$ cat config.mk
export PLATFORM = sky130hd
export DESIGN_NAME = multi_channel_gain_corrector
export DESIGN_NICKNAME = d
export VERILOG_FILES = /design/src/rtl/multi_channel_gain_corrector.sv
export SDC_FILE = /design/constraint.sdc
export NUM_CORES = 2
export LEC_CHECK = 0
export BUFFER_PORTS_ARGS = -buffer_cell sky130_fd_sc_hd__buf_4
export CAP_MARGIN = 40
export CORE_ASPECT_RATIO = 1.5
export CORE_MARGIN = 2
export CORE_UTILIZATION = 60
export DETAILED_ROUTE_END_ITERATION = 10
export PLACE_DENSITY = 0.78
export SYNTH_ARGS = -nofsm -noshare
export SYNTH_HDL_FRONTEND = slang
export SYNTH_SLANG_ARGS = --single-unit
export TNS_END_PERCENT = 50
$ cat constraint.sdc
create_clock -name clk_i -period 16.7 [get_ports clk_i]
set_input_delay 1.67 -clock clk_i [delete_from_list [all_inputs] [get_ports clk_i]]
set_output_delay 1.67 -clock clk_i [all_outputs]
set_load 0.02 [all_outputs]
$ cat src/rtl/multi_channel_gain_corrector.sv
// Per-channel unsigned fixed-point gain stage for AXI4-Stream video.
// Gains are latched into pending registers on gain_lock_i and become the
// applied gains only on an accepted start-of-frame beat, either by jumping
// or by ramping a bounded step per frame. Two-stage pipeline: multiply,
// then round-to-nearest with saturation.
module multi_channel_gain_corrector #(
  parameter int CH_NUM      = 3,
  parameter int PX_WIDTH    = 10,
  parameter int FRACT_WIDTH = 10,
  parameter int RAMP_STEP   = 64,
  localparam int GW          = PX_WIDTH + FRACT_WIDTH,
  localparam int TDATA_WIDTH = ((CH_NUM * PX_WIDTH + 7) / 8) * 8
) (
  input  logic                   clk_i,
  input  logic                   rst_i,
  input  logic [CH_NUM*GW-1:0]   gain_target_i,
  input  logic                   gain_lock_i,
  input  logic                   ramp_en_i,
  input  logic                   bypass_i,
  output logic [CH_NUM*GW-1:0]   gain_cur_o,
  output logic                   ramp_busy_o,
  input  logic [TDATA_WIDTH-1:0] video_i_tdata,
  input  logic                   video_i_tvalid,
  output logic                   video_i_tready,
  input  logic                   video_i_tlast,
  input  logic                   video_i_tuser,
  output logic [TDATA_WIDTH-1:0] video_o_tdata,
  output logic                   video_o_tvalid,
  input  logic                   video_o_tready,
  output logic                   video_o_tlast,
  output logic                   video_o_tuser
);

  localparam int PW = PX_WIDTH + GW;
  localparam logic [GW-1:0] ONE    = GW'(64'd1 << FRACT_WIDTH);
  localparam logic [GW-1:0] STEP   = GW'(RAMP_STEP);
  localparam logic [PW:0]   HALF   = (PW+1)'(64'd1 << (FRACT_WIDTH - 1));
  localparam logic [PW:0]   PX_MAX = (PW+1)'((64'd1 << PX_WIDTH) - 64'd1);

  logic [GW-1:0]       pend_q  [CH_NUM];
  logic [GW-1:0]       app_q   [CH_NUM];
  logic [GW-1:0]       app_nxt [CH_NUM];
  logic [PW-1:0]       prod_c  [CH_NUM];
  logic [PW-1:0]       s1_prod [CH_NUM];
  logic [PX_WIDTH-1:0] s1_px   [CH_NUM];
  logic [PW:0]         rnd_c   [CH_NUM];
  logic [PW:0]         rsh_c   [CH_NUM];
  logic [TDATA_WIDTH-1:0] out_c;
  logic s1_valid, s1_byp, s1_last, s1_user;
  logic s1_ready, s2_ready, sof_acc, any_diff;
  logic unused_pad;

  // Padding bits of the input word carry no pixel data.
  assign unused_pad = ^video_i_tdata;

  assign s2_ready       = video_o_tready | ~video_o_tvalid;
  assign s1_ready       = s2_ready | ~s1_valid;
  assign video_i_tready = s1_ready;
  assign sof_acc        = video_i_tvalid & s1_ready & video_i_tuser;

  // Next applied gains: change only on an accepted SOF, jump or bounded ramp.
  always_comb begin
    for (int k = 0; k < CH_NUM; k++) begin
      app_nxt[k] = app_q[k];
      if (sof_acc) begin
        if (!ramp_en_i) begin
          app_nxt[k] = pend_q[k];
        end else if (pend_q[k] > app_q[k]) begin
          app_nxt[k] = ((pend_q[k] - app_q[k]) > STEP) ? app_q[k] + STEP : pend_q[k];
        end else begin
          app_nxt[k] = ((app_q[k] - pend_q[k]) > STEP) ? app_q[k] - STEP : pend_q[k];
        end
      end
    end
  end

  // Busy compare and applied-gain output view.
  always_comb begin
    any_diff   = 1'b0;
    gain_cur_o = '0;
    for (int k = 0; k < CH_NUM; k++) begin
      if (app_q[k] != pend_q[k]) any_diff = 1'b1;
      gain_cur_o[k*GW +: GW] = app_q[k];
    end
  end

  // Gain registers: pending loads on lock, applied follows app_nxt.
  always_ff @(posedge clk_i) begin
    if (rst_i) begin
      for (int k = 0; k < CH_NUM; k++) begin
        pend_q[k] <= ONE;
        app_q[k]  <= ONE;
      end
      ramp_busy_o <= 1'b0;
    end else begin
      for (int k = 0; k < CH_NUM; k++) begin
        app_q[k] <= app_nxt[k];
        if (gain_lock_i) pend_q[k] <= gain_target_i[k*GW +: GW];
      end
      ramp_busy_o <= any_diff;
    end
  end

  // Stage-1 products use app_nxt so the SOF pixel sees its own frame's gain.
  always_comb begin
    for (int k = 0; k < CH_NUM; k++) begin
      prod_c[k] = PW'(video_i_tdata[k*PX_WIDTH +: PX_WIDTH]) * PW'(app_nxt[k]);
    end
  end

  // Stage 1 register: products, raw pixels for bypass, sideband bits.
  always_ff @(posedge clk_i) begin
    if (rst_i) begin
      s1_valid <= 1'b0;
      s1_byp   <= 1'b0;
      s1_last  <= 1'b0;
      s1_user  <= 1'b0;
      for (int k = 0; k < CH_NUM; k++) begin
        s1_prod[k] <= '0;
        s1_px[k]   <= '0;
      end
    end else if (s1_ready) begin
      s1_valid <= video_i_tvalid;
      if (video_i_tvalid) begin
        s1_byp  <= bypass_i;
        s1_last <= video_i_tlast;
        s1_user <= video_i_tuser;
        for (int k = 0; k < CH_NUM; k++) begin
          s1_prod[k] <= prod_c[k];
          s1_px[k]   <= video_i_tdata[k*PX_WIDTH +: PX_WIDTH];
        end
      end
    end
  end

  // Round to nearest, saturate to the pixel range, or pass through on bypass.
  always_comb begin
    out_c = '0;
    for (int k = 0; k < CH_NUM; k++) begin
      rnd_c[k] = {1'b0, s1_prod[k]} + HALF;
      rsh_c[k] = rnd_c[k] >> FRACT_WIDTH;
      if (s1_byp)
        out_c[k*PX_WIDTH +: PX_WIDTH] = s1_px[k];
      else if (rsh_c[k] > PX_MAX)
        out_c[k*PX_WIDTH +: PX_WIDTH] = {PX_WIDTH{1'b1}};
      else
        out_c[k*PX_WIDTH +: PX_WIDTH] = rsh_c[k][PX_WIDTH-1:0];
    end
  end

  // Stage 2 register drives the output stream.
  always_ff @(posedge clk_i) begin
    if (rst_i) begin
      video_o_tvalid <= 1'b0;
      video_o_tdata  <= '0;
      video_o_tlast  <= 1'b0;
      video_o_tuser  <= 1'b0;
    end else if (s2_ready) begin
      video_o_tvalid <= s1_valid;
      if (s1_valid) begin
        video_o_tdata <= out_c;
        video_o_tlast <= s1_last;
        video_o_tuser <= s1_user;
      end
    end
  end

endmodule
Word-level counts from Yosys, hierarchy flattened
Memories as Yosys holds them, arrays and structs flattened. Index checks and enable logic that the tools add are counted.

Input port bits: 101. RAM bits: 240. Memories kept: 4. Register bits after elaboration: 38.

Add/sub/neg operators: 15. Magnitude comparators: 12. Bitwise logic cells: 18. Reduce and logical (&&, ||, !) cells: 2. Multipliers: 3. Muxes and demuxes: 46. Eq/ne operators: 3.

Memories: s1_prod (depth 3, width 30, read ports 3, clocked after memory_dff 0, wr ports 3, RTL line 44) `logic [PW-1:0] s1_prod [CH_NUM];`; app_q (depth 3, width 20, read ports 3, clocked after memory_dff 0, wr ports 3, RTL line 41) `logic [GW-1:0] app_q [CH_NUM];`; pend_q (depth 3, width 20, read ports 3, clocked after memory_dff 0, wr ports 3, RTL line 40) `logic [GW-1:0] pend_q [CH_NUM];`; s1_px (depth 3, width 10, read ports 3, clocked after memory_dff 0, wr ports 3, RTL line 45) `logic [PX_WIDTH-1:0] s1_px [CH_NUM];`.

Operator list (number): two-way mux 20 bit (21); greater-than comparator 20 x 7 -> 1 bit (second input constant) (6); subtractor 20 bit (6); adder 30 x 10 -> 31 bit (second input constant) (3); multiplier 10 x 20 -> 30 bit (3); two-way mux 10 bit (9); two-way mux 30 bit (3); greater-than comparator 21 x 10 -> 1 bit (second input constant) (3); adder 20 x 7 -> 20 bit (second input constant) (3); greater-than comparator 20 bit (3); inequality test 20 bit (3); subtractor 20 x 7 -> 20 bit (second input constant) (3); OR 1 bit (14); two-way mux 1 bit (13); AND reduction 2 bit (2); AND 1 bit (2); inverter 1 bit (2).

Depth between registers and ports, before layout
An unclocked memory read counts as a cell.

Depth after elaboration: 9. Depth in mapped cells: 45. Depth with buffers taken out: 42.

Worst setup path before layout
No wires, ideal clock.

Kind: register to register. Start: memory app_q[0][0] in the netlist's numbering. End: memory s1_prod[0][25] in the netlist's numbering, data pin. Path slack: 7.495 ns. Period minus slack after synthesis: 9.205 ns. Path buffers: 2. Stages on the path, launching flop included: 39. Arrival: 8.946 ns. Cell sequence: dfxtp_1 -> ha_1 -> fa_1 -> nand2b_1 -> a211o_1 -> a22oi_1 -> a21oi_1 -> xnor2_1 -> a2111o_1 -> or4_4 -> o21ai_2 -> clkbuf_1 -> inv_1 -> a22oi_1 -> o221ai_1 -> o21ai_0 -> clkbuf_1 -> nand2_1 -> [... 3 more ...] -> fa_1 -> fa_1 -> inv_1 -> fa_1 -> inv_1 -> ha_1 -> a21o_1 -> a21o_1 -> a21oi_1 -> nor2_1 -> o21ai_0 -> nand2b_1 -> a21oi_1 -> o21ai_0 -> o41ai_2 -> o21a_1 -> o21ai_2 -> mux2i_1.

RTL lines (RTL line): start, declared (41); end, declared (44).

==> impl_metrics.yaml <==
status:
  status: "complete, no violations"
clocking:
  insertion_delay_ps: 620
  cts-root-buf: "clkbuf_16"
  hold_buffers: 0
  postCtsSetupBuffers: 0
  clk_pin_slew_worst_paths_ps: 60
  cts.sinks: 251
  cts_buffer_depth: 3
  numCtsBuffers: 29
  cts_tree: "yes"
  htree_num_levels: 1
  cts.repair.resized: 0
place:
  globalplace.congestion: 1.08
  port_buffers: 193
  pre_cts_ws_ps: 5840
  dp_hpwl_um: 85700
  place_inst: 5306
  dpl-instance-area_um2: 39900
power:
  switchingPower_mw: 1.76
  power_mw: 3.77
  p_seq_frac: 0.221
  power.density_nw_per_um2: 92.4
  netSwitchingFraction: 0.466
  p_comb_frac: 0.609
  p_leak_nw: 19.4
  p_int_mw: 2.02
  vdd_drop_max_mv: 0.110
  clockPowerShare: 0.170
layout:
  fin_area_um2: 40800
  nets: 5382
  final_common_cell: "inv_1"
  utilization: 0.655
  final_cell_mix: "inv_1, nand2_1, fa_1"
  antenna_cells: 0
  drive_above_1_share: 0.0806
  syn_to_final_growth_pct: 7.91
  stdcell_count: 5361
worst_setup_path:
  worstPathMaxFanout: 12
  critPathArrivalTime_ps: 11390
  r2r_slack_ps: 5750
  crit_type: "flop to flop"
  cp.required_ps: 17140
  worstRegToRegCells: 36
  crit_path_end_kind: "flop"
  reg2reg_to: "s1_prod[0][83]"
  cp-endpoint: "s1_prod[0][83]"
  critical_path.slowest_cell: "nor4_1"
  startpoint: "app_q[0][53]"
  regToRegStartpoint: "app_q[0][53]"
  cp-start-kind: "flop"
  crit_path_max_incr_delay_ps: 720
floorplanning:
  die_w_um: 209
  start_util: 0.607
  core_area_um2: 62400
  row_count: 112
  die-area_um2: 65100
  io_pins: 198
  die_y_um: 312
yosys:
  syn_avg_cell_area_um2: 8.43
  synth_seq_cells: 251
  ys.flop_type: "edfxtp_1"
  synth_top_area_cell: "fa_1"
  synth.yosys.warnings: 0
  synth_cell_type_count: 98
  async_reset_ff_frac: 0
  synthCells: 4488
  ys_seq_area_frac: 0.173
  synthTopCellsByArea: "fa_1, edfxtp_1, ha_1"
  syn_area_um2: 37800
  synth_edf_count: 153
  synth.top_cell.area_share: 0.225
timing:
  setup_ws_ps: 5750
  fin_crit_sh: 0.655
  worst_hold_slack_ps: 457
  worst_clock_skew_ps: 24.9
  rsz0062_at_grt: "no"
  slew_viol_final: 0
  relSlewSlack: 0.246
  worstMarginPinSlew_ps: 1120
  hold_violations: 0
  final.setup.tns_ps: 0
  finalCriticalPeriod_ps: 10950
  finalSetupViolations: 0
  fmax_ghz: 0.0914
route:
  num_vias: 32700
  via_per_inst: 6.09
  wl_met3_um: 7210
  dr_wl_met2_um: 55100
  wire_per_inst_um: 20.2
  drc: 0
  drt-total-wl_um: 109000
  m1WireLength_um: 40000
  drtIter0Drc: 2428
  top_layer_used: "met5"
  dr.pass1.iters: 6
  drt.antenna.violating_nets: 0
global_routing:
  grt_pass1_vias: 33700
  grt_pass1_wl_um: 175000
  antenna_found_initial: 1
  grt-ovfl-total: 0
  track_usage: 0.336
  grt_max_degree: 63
flow_run:
  cap_violations: 0
hold_path:
  hp-class: "flop to flop"
sequential cells by signal, indices dropped and copies added, names as in the netlist, 30 cells and up:
signal / count
pend_q: 60
s1_prod: 63
s1_px: 30
video_o_tdata: 30
app_q: 60
cell usage after synthesis, types with 15 or more instances:
cell type / count
nand2b_1: 104
o21ai_0: 138
and2_1: 277
dfxtp_1: 98
nor2b_1: 176
mux2i_1: 16
xor2_1: 68
o21a_1: 26
o31ai_1: 21
edfxtp_1: 153
a31oi_1: 23
a21oi_1: 255
o211ai_1: 29
inv_1: 619
fa_1: 426
o22ai_1: 24
or3_1: 23
a21o_1: 64
o221ai_1: 22
o21bai_1: 15
a211oi_1: 27
xnor2_1: 129
and3_1: 42
nand3_1: 101
nand2_1: 433
a221oi_1: 44
nor3_1: 56
buf_2: 32
nor2_1: 266
o21ai_1: 17
nand4_1: 43
ha_1: 315
nor4_1: 19
clkbuf_1: 198
cell families after synthesis:
family / synth area share
DFF: 0.173
muxes: 0.00552
adders and majority gates: 0.329
other: 0.0000991
and+or+nand+nor: 0.215
xor gates and xnor gates: 0.0456
AOI/OAI and AO/OA: 0.145
buffers and inverters: 0.0870
worst max-delay path: cells and delay by family, from the launching register on:
family / cells / cell delay, ps
and+or+nand+nor: 11 / 2830
buffers and inverters: 6 / 770
AOI/OAI and AO/OA: 12 / 3540
DFF: 1 / 610
adders and majority gates: 7 / 3000
worst min path at each step:
stage / from / end / slack [ps] / depth (start not counted)
after floorplan: s1_last / s1_last / 440 / 2
final: s1_last / s1_last / 460 / 2
after detailed placement: s1_last / s1_last / 450 / 2
after global routing: s1_last / s1_last / 490 / 2
after CTS: s1_last / s1_last / 460 / 2
after global placement: s1_last / s1_last / 440 / 2
layer usage:
metal,vias to the layer above,global-route usage
met5,-,0
met4,2,0.185
met3,404,0.0456
met2,1226,0.603
met1,16100,0.385
li1,14900,-
cell type report:
type	instances	area (um2)
Clock buffer	35	800
Multi-Input combinational cell	3377	28000
Clock inverter	19	149
Timing Repair Buffer	260	1980
Fill cell	5221	21500
Tap cell	798	998
Inverter	621	2330
Sequential cell	251	6560
power groups by stage:
stage          Sequential [mW]  Clock, mW  Combinational (mW)
6_report                 0.834      0.642                2.30
5_1_grt                  0.842      0.671                2.59
4_1_cts                  0.830      0.652                2.28
3_5_place_dp             0.843          0                2.26
3_3_place_gp             0.841          0                2.22
2_1_floorplan            0.834          0                1.71
(Power assumes the default switching activity.)
